$ cat src/rtl/turtle_loader_pkg.sv
// -----------------------------------------------------------------------------
// turtle_loader_pkg
// Shared types and constants for the Turtle CPU instruction-memory UART loader.
//   loader_state_t   : loader sequencing states
//   LOADER_SYNC_BYTE : byte that opens an image frame
//   LOADER_LEN_WIDTH : width of the big-endian word-count field
//   checksum_update  : running XOR used by the optional image checksum
//                      (TURTLE_LOADER_CHECKSUM_EN)
// -----------------------------------------------------------------------------
package turtle_loader_pkg;

  typedef enum logic [2:0] {
    IDLE   = 3'd0,
    LEN_H  = 3'd1,
    LEN_L  = 3'd2,
    DATA_H = 3'd3,
    DATA_L = 3'd4,
    CHECK  = 3'd5,
    DONE   = 3'd6
  } loader_state_t;

  localparam logic [7:0] LOADER_SYNC_BYTE = 8'hA5;
  localparam int         LOADER_LEN_WIDTH = 16;

  // Fold one payload byte into the running image checksum.
  function automatic logic [7:0] checksum_update(input logic [7:0] csum,
                                                 input logic [7:0] data);
    return csum ^ data;
  endfunction

endpackage

$ cat src/rtl/uart_rx_byte.sv
// -----------------------------------------------------------------------------
// uart_rx_byte
// 8N1 UART byte receiver with a 2-flop input synchroniser.
// A falling edge while idle starts a frame; the start bit is re-checked half a
// bit later so short low glitches are dropped. Data is sampled LSB-first at
// full-bit intervals, then the stop bit.
// Ports:
//   clk        in   system clock
//   reset_n    in   asynchronous active-low reset
//   uart_rx    in   asynchronous serial line, idle high
//   byte_valid out  1-cycle pulse, one cycle after a good stop-bit sample
//   byte_data  out  received byte, valid with byte_valid (holds afterwards)
//   frame_err  out  1-cycle pulse when the stop bit samples low
// -----------------------------------------------------------------------------
module uart_rx_byte #(
  parameter int CLKS_PER_BIT = 868
) (
  input  logic       clk,
  input  logic       reset_n,
  input  logic       uart_rx,
  output logic       byte_valid,
  output logic [7:0] byte_data,
  output logic       frame_err
);

  localparam int CNT_W = $clog2(CLKS_PER_BIT);
  localparam logic [CNT_W-1:0] HALF_M1 = CNT_W'(CLKS_PER_BIT / 2 - 1);
  localparam logic [CNT_W-1:0] FULL_M1 = CNT_W'(CLKS_PER_BIT - 1);

  typedef enum logic [1:0] {
    RX_IDLE  = 2'd0,
    RX_START = 2'd1,
    RX_DATA  = 2'd2,
    RX_STOP  = 2'd3
  } rx_state_t;

  logic             rx_meta_r;
  logic             rx_sync_r;
  logic             rx_prev_r;
  rx_state_t        state_r, state_next;
  logic [CNT_W-1:0] cnt_r, cnt_next;
  logic [2:0]       bit_idx_r, bit_idx_next;
  logic [7:0]       shift_r, shift_next;
  logic             byte_valid_r, byte_valid_next;
  logic [7:0]       byte_data_r, byte_data_next;
  logic             frame_err_r, frame_err_next;

  // Synchroniser, edge-detect history and receiver state registers.
  always_ff @(posedge clk or negedge reset_n) begin
    if (!reset_n) begin
      rx_meta_r    <= 1'b1;
      rx_sync_r    <= 1'b1;
      rx_prev_r    <= 1'b1;
      state_r      <= RX_IDLE;
      cnt_r        <= {CNT_W{1'b0}};
      bit_idx_r    <= 3'd0;
      shift_r      <= 8'h00;
      byte_valid_r <= 1'b0;
      byte_data_r  <= 8'h00;
      frame_err_r  <= 1'b0;
    end else begin
      rx_meta_r    <= uart_rx;
      rx_sync_r    <= rx_meta_r;
      rx_prev_r    <= rx_sync_r;
      state_r      <= state_next;
      cnt_r        <= cnt_next;
      bit_idx_r    <= bit_idx_next;
      shift_r      <= shift_next;
      byte_valid_r <= byte_valid_next;
      byte_data_r  <= byte_data_next;
      frame_err_r  <= frame_err_next;
    end
  end

  // Bit timing and framing: next state, sample points and result pulses.
  always_comb begin
    state_next      = state_r;
    cnt_next        = cnt_r;
    bit_idx_next    = bit_idx_r;
    shift_next      = shift_r;
    byte_valid_next = 1'b0;
    byte_data_next  = byte_data_r;
    frame_err_next  = 1'b0;
    case (state_r)
      RX_IDLE: begin
        cnt_next     = {CNT_W{1'b0}};
        bit_idx_next = 3'd0;
        if (rx_prev_r && !rx_sync_r) begin
          state_next = RX_START;
        end else begin
          state_next = RX_IDLE;
        end
      end
      RX_START: begin
        if (cnt_r == HALF_M1) begin
          cnt_next = {CNT_W{1'b0}};
          // A start bit that is high again at mid-bit was only a glitch.
          if (!rx_sync_r) begin
            state_next = RX_DATA;
          end else begin
            state_next = RX_IDLE;
          end
        end else begin
          cnt_next = cnt_r + CNT_W'(1);
        end
      end
      RX_DATA: begin
        if (cnt_r == FULL_M1) begin
          cnt_next   = {CNT_W{1'b0}};
          shift_next = {rx_sync_r, shift_r[7:1]};
          if (bit_idx_r == 3'd7) begin
            bit_idx_next = 3'd0;
            state_next   = RX_STOP;
          end else begin
            bit_idx_next = bit_idx_r + 3'd1;
          end
        end else begin
          cnt_next = cnt_r + CNT_W'(1);
        end
      end
      RX_STOP: begin
        if (cnt_r == FULL_M1) begin
          cnt_next   = {CNT_W{1'b0}};
          state_next = RX_IDLE;
          if (rx_sync_r) begin
            byte_valid_next = 1'b1;
            byte_data_next  = shift_r;
          end else begin
            frame_err_next = 1'b1;
          end
        end else begin
          cnt_next = cnt_r + CNT_W'(1);
        end
      end
      default: begin
        state_next = RX_IDLE;
      end
    endcase
  end

  assign byte_valid = byte_valid_r;
  assign byte_data  = byte_data_r;
  assign frame_err  = frame_err_r;

endmodule

$ cat src/rtl/imem_uart_loader.sv
// -----------------------------------------------------------------------------
// imem_uart_loader
// Receives a framed program image over UART and writes 16-bit words into the
// Turtle CPU instruction memory from address 0, holding the CPU in reset while
// loading. Frame: A5, LEN_HI, LEN_LO, then LEN words (high byte first).
// Optional build macro TURTLE_LOADER_CHECKSUM_EN adds a trailing byte that
// must equal the XOR of all payload bytes.
// Ports:
//   clk         in   system clock
//   reset_n     in   asynchronous active-low reset
//   uart_rx     in   serial input, idle high, 8N1
//   imem_we     out  one-cycle write strobe per word
//   imem_addr   out  write address (holds after the write)
//   imem_wdata  out  instruction word (holds after the write)
//   cpu_hold    out  high keeps the CPU in reset
//   load_done   out  one-cycle pulse on successful completion
//   load_error  out  sticky error, cleared by the next SYNC byte
// -----------------------------------------------------------------------------
module imem_uart_loader #(
  parameter int CLK_FREQ_HZ     = 100_000_000,
  parameter int BAUD_RATE       = 115_200,
  parameter int IMEM_ADDR_WIDTH = 10
) (
  input  logic                       clk,
  input  logic                       reset_n,
  input  logic                       uart_rx,
  output logic                       imem_we,
  output logic [IMEM_ADDR_WIDTH-1:0] imem_addr,
  output logic [15:0]                imem_wdata,
  output logic                       cpu_hold,
  output logic                       load_done,
  output logic                       load_error
);

  import turtle_loader_pkg::*;

  localparam int CLKS_PER_BIT = CLK_FREQ_HZ / BAUD_RATE;
  localparam int CNT_W        = IMEM_ADDR_WIDTH + 1;
  localparam int CMP_W        = LOADER_LEN_WIDTH + 1;
  localparam logic [CMP_W-1:0] DEPTH = CMP_W'(2 ** IMEM_ADDR_WIDTH);

  logic       byte_valid_s;
  logic [7:0] byte_data_s;
  logic       frame_err_s;

  loader_state_t               state_r, state_next;
  logic [LOADER_LEN_WIDTH-1:0] len_r, len_next;
  logic [7:0]                  hi_r, hi_next;
  logic [CNT_W-1:0]            word_cnt_r, word_cnt_next;
  logic                        imem_we_r, imem_we_next;
  logic [IMEM_ADDR_WIDTH-1:0]  imem_addr_r, imem_addr_next;
  logic [15:0]                 imem_wdata_r, imem_wdata_next;
  logic                        cpu_hold_r, cpu_hold_next;
  logic                        load_done_r, load_done_next;
  logic                        load_error_r, load_error_next;
`ifdef TURTLE_LOADER_CHECKSUM_EN
  logic [7:0]                  csum_r, csum_next;
`endif

  logic [LOADER_LEN_WIDTH-1:0] len_full_s;
  logic [CMP_W-1:0]            words_done_s;
  logic                        last_word_s;

  uart_rx_byte #(
    .CLKS_PER_BIT(CLKS_PER_BIT)
  ) u_rx (
    .clk       (clk),
    .reset_n   (reset_n),
    .uart_rx   (uart_rx),
    .byte_valid(byte_valid_s),
    .byte_data (byte_data_s),
    .frame_err (frame_err_s)
  );

  assign len_full_s   = {len_r[15:8], byte_data_s};
  // Count including the word being written now; compared at full length width.
  assign words_done_s = CMP_W'(word_cnt_r) + CMP_W'(1);
  assign last_word_s  = (words_done_s == {1'b0, len_r});

  // Loader state and registered memory/status outputs.
  always_ff @(posedge clk or negedge reset_n) begin
    if (!reset_n) begin
      state_r      <= IDLE;
      len_r        <= 16'h0000;
      hi_r         <= 8'h00;
      word_cnt_r   <= {CNT_W{1'b0}};
      imem_we_r    <= 1'b0;
      imem_addr_r  <= {IMEM_ADDR_WIDTH{1'b0}};
      imem_wdata_r <= 16'h0000;
      cpu_hold_r   <= 1'b0;
      load_done_r  <= 1'b0;
      load_error_r <= 1'b0;
`ifdef TURTLE_LOADER_CHECKSUM_EN
      csum_r       <= 8'h00;
`endif
    end else begin
      state_r      <= state_next;
      len_r        <= len_next;
      hi_r         <= hi_next;
      word_cnt_r   <= word_cnt_next;
      imem_we_r    <= imem_we_next;
      imem_addr_r  <= imem_addr_next;
      imem_wdata_r <= imem_wdata_next;
      cpu_hold_r   <= cpu_hold_next;
      load_done_r  <= load_done_next;
      load_error_r <= load_error_next;
`ifdef TURTLE_LOADER_CHECKSUM_EN
      csum_r       <= csum_next;
`endif
    end
  end

  // Frame parsing: next state plus next values of every loader register.
  always_comb begin
    state_next      = state_r;
    len_next        = len_r;
    hi_next         = hi_r;
    word_cnt_next   = word_cnt_r;
    imem_we_next    = 1'b0;
    imem_addr_next  = imem_addr_r;
    imem_wdata_next = imem_wdata_r;
    cpu_hold_next   = cpu_hold_r;
    load_done_next  = 1'b0;
    load_error_next = load_error_r;
`ifdef TURTLE_LOADER_CHECKSUM_EN
    csum_next       = csum_r;
`endif
    case (state_r)
      IDLE: begin
        if (byte_valid_s && (byte_data_s == LOADER_SYNC_BYTE)) begin
          cpu_hold_next   = 1'b1;
          load_error_next = 1'b0;
          word_cnt_next   = {CNT_W{1'b0}};
          len_next        = 16'h0000;
`ifdef TURTLE_LOADER_CHECKSUM_EN
          csum_next       = 8'h00;
`endif
          state_next      = LEN_H;
        end else begin
          state_next = IDLE;
        end
      end
      LEN_H: begin
        if (frame_err_s) begin
          load_error_next = 1'b1;
          state_next      = IDLE;
        end else if (byte_valid_s) begin
          len_next   = {byte_data_s, 8'h00};
          state_next = LEN_L;
        end else begin
          state_next = LEN_H;
        end
      end
      LEN_L: begin
        if (frame_err_s) begin
          load_error_next = 1'b1;
          state_next      = IDLE;
        end else if (byte_valid_s) begin
          len_next = len_full_s;
          if (len_full_s == 16'h0000) begin
            load_done_next = 1'b1;
            cpu_hold_next  = 1'b0;
            state_next     = IDLE;
          end else if ({1'b0, len_full_s} > DEPTH) begin
            // Oversized image: refuse it and keep the CPU held.
            load_error_next = 1'b1;
            state_next      = IDLE;
          end else begin
            state_next = DATA_H;
          end
        end else begin
          state_next = LEN_L;
        end
      end
      DATA_H: begin
        if (frame_err_s) begin
          load_error_next = 1'b1;
          state_next      = IDLE;
        end else if (byte_valid_s) begin
          hi_next    = byte_data_s;
`ifdef TURTLE_LOADER_CHECKSUM_EN
          csum_next  = checksum_update(csum_r, byte_data_s);
`endif
          state_next = DATA_L;
        end else begin
          state_next = DATA_H;
        end
      end
      DATA_L: begin
        if (frame_err_s) begin
          load_error_next = 1'b1;
          state_next      = IDLE;
        end else if (byte_valid_s) begin
          imem_we_next    = 1'b1;
          imem_addr_next  = word_cnt_r[IMEM_ADDR_WIDTH-1:0];
          imem_wdata_next = {hi_r, byte_data_s};
          word_cnt_next   = word_cnt_r + {{IMEM_ADDR_WIDTH{1'b0}}, 1'b1};
`ifdef TURTLE_LOADER_CHECKSUM_EN
          csum_next       = checksum_update(csum_r, byte_data_s);
`endif
          if (last_word_s) begin
`ifdef TURTLE_LOADER_CHECKSUM_EN
            state_next = CHECK;
`else
            state_next = DONE;
`endif
          end else begin
            state_next = DATA_H;
          end
        end else begin
          state_next = DATA_L;
        end
      end
      CHECK: begin
`ifdef TURTLE_LOADER_CHECKSUM_EN
        if (frame_err_s) begin
          load_error_next = 1'b1;
          state_next      = IDLE;
        end else if (byte_valid_s) begin
          if (byte_data_s == csum_r) begin
            state_next = DONE;
          end else begin
            load_error_next = 1'b1;
            state_next      = IDLE;
          end
        end else begin
          state_next = CHECK;
        end
`else
        state_next = IDLE;
`endif
      end
      DONE: begin
        load_done_next = 1'b1;
        cpu_hold_next  = 1'b0;
        state_next     = IDLE;
      end
      default: begin
        state_next = IDLE;
      end
    endcase
  end

  assign imem_we    = imem_we_r;
  assign imem_addr  = imem_addr_r;
  assign imem_wdata = imem_wdata_r;
  assign cpu_hold   = cpu_hold_r;
  assign load_done  = load_done_r;
  assign load_error = load_error_r;

endmodule

$ cat config.mk
export PLATFORM = sky130hd
export DESIGN_NAME = imem_uart_loader
export DESIGN_NICKNAME = d
export VERILOG_FILES = /design/src/rtl/turtle_loader_pkg.sv /design/src/rtl/uart_rx_byte.sv /design/src/rtl/imem_uart_loader.sv
export SDC_FILE = /design/constraint.sdc
export NUM_CORES = 1
export LEC_CHECK = 0
export CAP_MARGIN = 20
export CORE_MARGIN = 2
export CORE_UTILIZATION = 45
export DETAILED_ROUTE_END_ITERATION = 16
export PLACE_DENSITY = 0.66
export SKIP_CTS_REPAIR_TIMING = 1
export SYNTH_ARGS = -nofsm -noshare
export SYNTH_HDL_FRONTEND = slang
export SYNTH_SLANG_ARGS = --single-unit
$ cat constraint.sdc
create_clock -name clk -period 3.6 [get_ports clk]
set_input_delay 0.72 -clock clk [delete_from_list [all_inputs] [get_ports clk]]
set_output_delay 0.72 -clock clk [all_outputs]
set_load 0.03 [all_outputs]
==> impl_metrics.ini <==
[outcome]
status = finished, final reports clean

[timing]
fin_crit_sh_pct = 69.4
rsz0062_at_grt = no
setup_tns_ns = 0
max_slew_margin_pct = 39.5
min_period_ns = 2.50
finClkSkew_ns = 0.0186
max_freq_ghz = 0.400
worst_slew_pin_slew_ns = 0.907
hold_viol = 0
final_max_slew_viol_count = 0
finalSetupViolCount = 0

[floorplanning]
row_count = 38
die_h_um = 108
start_util_pct = 45.6
die_width_um = 108
die_area_um2 = 11700
coreArea_um2 = 10700
io_pins = 33

[yosys]
ys_warn_count = 0
syn_inst = 480
syn_area_um2 = 4880
synth-seq-area-share_pct = 53.4
synth_top_family_by_area = simple AND/OR/NAND/NOR gates
yosys_register_bits = 104
synthXorXnorAreaFrac_pct = 3.95
async_reset_ff_share_pct = 100
avgSynthCellArea_um2 = 10.2
synth-compound-area-share_pct = 10.0
synth_cell_types = 56
synth-edff-count = 0
synth_fa_ha_area_share_pct = 1.28
synthMuxAreaShare_pct = 7.66
ys.flop_type = dfrtp_1
synthSimpleGateAreaFrac_pct = 20.0
synthesis.nets = 488

[clock_network]
cts_tree = yes
htreeDepth = 3
cts.sinks = 104
clk_latency_ns = 0.38
clk_pin_slew_worst_paths_ns = 0.09
cts_root_buf = clkbuf_8
cts_buffer_depth = 2
cts_buffers = 9

[place]
port_buffers = 32
hpwl_um = 6540
dpl-instance-area_um2 = 5270
place_congestion = 0.869

[route]
vias_per_cell = 5.43
route.antenna.remaining_nets = 0
drtIter0Drc = 172
post_drt_wl_per_cell_um = 15.0
detailedRoute.firstPassIterationCount = 4
drc = 0
routed_wl_um = 9720
vias = 3507

[global_route]
track_usage_pct = 17.8
antenna_found_initial = 0
gr-max-usage-layer = met2
grt_pass1_wl_um = 16300
grt_use_met1_pct = 24.6
grt_pass1_vias = 3343
grt_util_met2_pct = 28.1
overflow = 0
grt_use_met3_pct = 3.25
grt_max_degree = 72

[pwr]
leakagePower_uw = 0.00252
power.density_nw_per_um2 = 363
ir_worst_vdd_mv = 0.294

[min_path]
hp-class = register to register

[layout]
layout.nets = 510
fin_area_um2 = 5430
synthToLayoutAreaGrowth_pct = 11.3
insertedDiodeCount = 0
drive_gt1_share_pct = 11.3

[worst_setup_path]
critPathCaptureType = register
worstSetupPathType = register to register
path_max_fanout = 41
start_kind = register
required_ns = 3.87
worstPathArrival_ns = 2.77

[run]
drv_cap = 0
==> report_power, final <==
part / leakage, uW / switching (uW) / total, uW / internal [uW]
logic: 0.00100 / 62.4 / 101 / 38.7
registers: 0.00143 / 30.6 / 1230 / 1200
clock network: 0.0000798 / 392 / 643 / 251
total: 0.00252 / 485 / 1970 / 1480
==> layer usage <==
metal,vias to the layer above,share of wire [%]
met5,-,0
met4,0,2.0
met3,17,3.2
met2,67,47
met1,1735,48
li1,1688,-
==> metrics by stage <==
stage	worst slack [ns]	utilization, %	hold slack, ns	instances	total power [uW]
detailed placement	1.10	49.3	0.349	631	1350
CTS	1.09	50.8	0.363	646	2000
global route	0.820	50.8	0.372	646	2070
finish	1.10	50.8	0.362	646	1970
global placement	1.18	49.3	0.346	631	1350
floorplan	1.65	-	0.345	480	1310
==> flip-flops by register name, indices dropped and copies added (netlist names), 3 cells and up, named ones only <==
name	count
hi_r	8
imem_addr	10
imem_wdata	16
len_r	16
state_r	3
u_rx.bit_idx_r	3
u_rx.byte_data	8
u_rx.cnt_r	10
u_rx.shift_r	8
word_cnt_r	11
==> layout make-up <==
cell class                      instances  area, um2
Timing Repair Buffer                   35        340
Sequential cell                       104       2610
Inverter                               15       56.3
Multi-Input combinational cell        337       2090
Fill cell                             984       5270
Clock inverter                          4       30.0
Tap cell                              140        175
Clock buffer                           11        131
==> path summary, 6_finish.rpt <==
kind                                          start                        end  slack (ns)  depth (start not counted)
min                        u_rx.rx_meta_r$_DFF_PN1_   u_rx.rx_sync_r$_DFF_PN1_        0.36                          0
max                        u_rx.frame_err$_DFF_PN0_  word_cnt_r[5]$_DFFE_PN0P_        1.10                          7
max reg2reg                u_rx.frame_err$_DFF_PN0_  word_cnt_r[5]$_DFFE_PN0P_        1.10                          7
min in group asynchronous                   reset_n   imem_addr[4]$_DFFE_PN0P_        0.47                          1
max in group asynchronous                   reset_n        hi_r[3]$_DFFE_PN0P_        2.28                          2
min reg2reg                u_rx.rx_meta_r$_DFF_PN1_   u_rx.rx_sync_r$_DFF_PN1_        0.36                          0
==> placed cells by master (no fill, tap or decap), types with 7 or more instances in the layout <==
master | Yosys | final
o21ai_0 | 18 | 18
mux2i_1 | 9 | 9
xnor2_1 | 13 | 13
dfrtp_1 | 101 | 101
xor2_1 | 9 | 9
nand2_1 | 104 | 104
clkbuf_8 | 0 | 9
a22o_1 | 13 | 13
inv_1 | 14 | 14
nor2_1 | 35 | 35
nand3_1 | 17 | 17
mux2_2 | 24 | 24
clkdlybuf4s50_1 | 0 | 31
and3_1 | 7 | 7
==> Yosys cell counts (2+ instances only) <==
library cell  count  area [um2]
and3_1            7        43.8
a31oi_1           6        37.5
o31ai_1           6        45.0
a22o_1           13         114
xnor2_1          13         114
a21oi_1           6        30.0
o21ai_0          18        90.1
mux2_2           24         270
o21bai_1          2        15.0
a211oi_1          2        15.0
a22oi_1           2        15.0
nor3_1            6        30.0
buf_2            10        50.1
o21a_1            2        15.0
nand4_1           5        31.3
nand2b_1          4        25.0
o211ai_1          2        15.0
nor4_2            2        25.0
inv_1            14        52.6
xor2_1            9        78.8
o21ai_1           5        25.0
buf_6             3        33.8
dfstp_2           3        78.8
mux2i_1           9        90.1
nand2_1         104         390
nand3_1          17        85.1
clkbuf_1         10        37.5
nor2_1           35         131
a32oi_1           2        17.5
dfrtp_1         101        2530
nor2b_1           5        31.3
nor2_4            2        22.5
or3_1             2        12.5
ha_1              5        62.6
nor4_1            3        18.8
==> cell families after synthesis <==
logic type,Yosys count
simple gates,204
flops,104
compound gates,72
buf+inv,39
mux,34
xor+xnor,22
fa+ha+maj,5
==> worst max-delay path: stages, from the launching register on <==
cell	delay (ns)
dfrtp_1	0.46
and2b_1	0.26
nand3_1	0.09
buf_4	0.38
inv_2	0.34
nor2_1	0.57
o21ai_0	0.19
o31ai_1	0.10
Note: power is estimated with default switching activity, not from simulation.
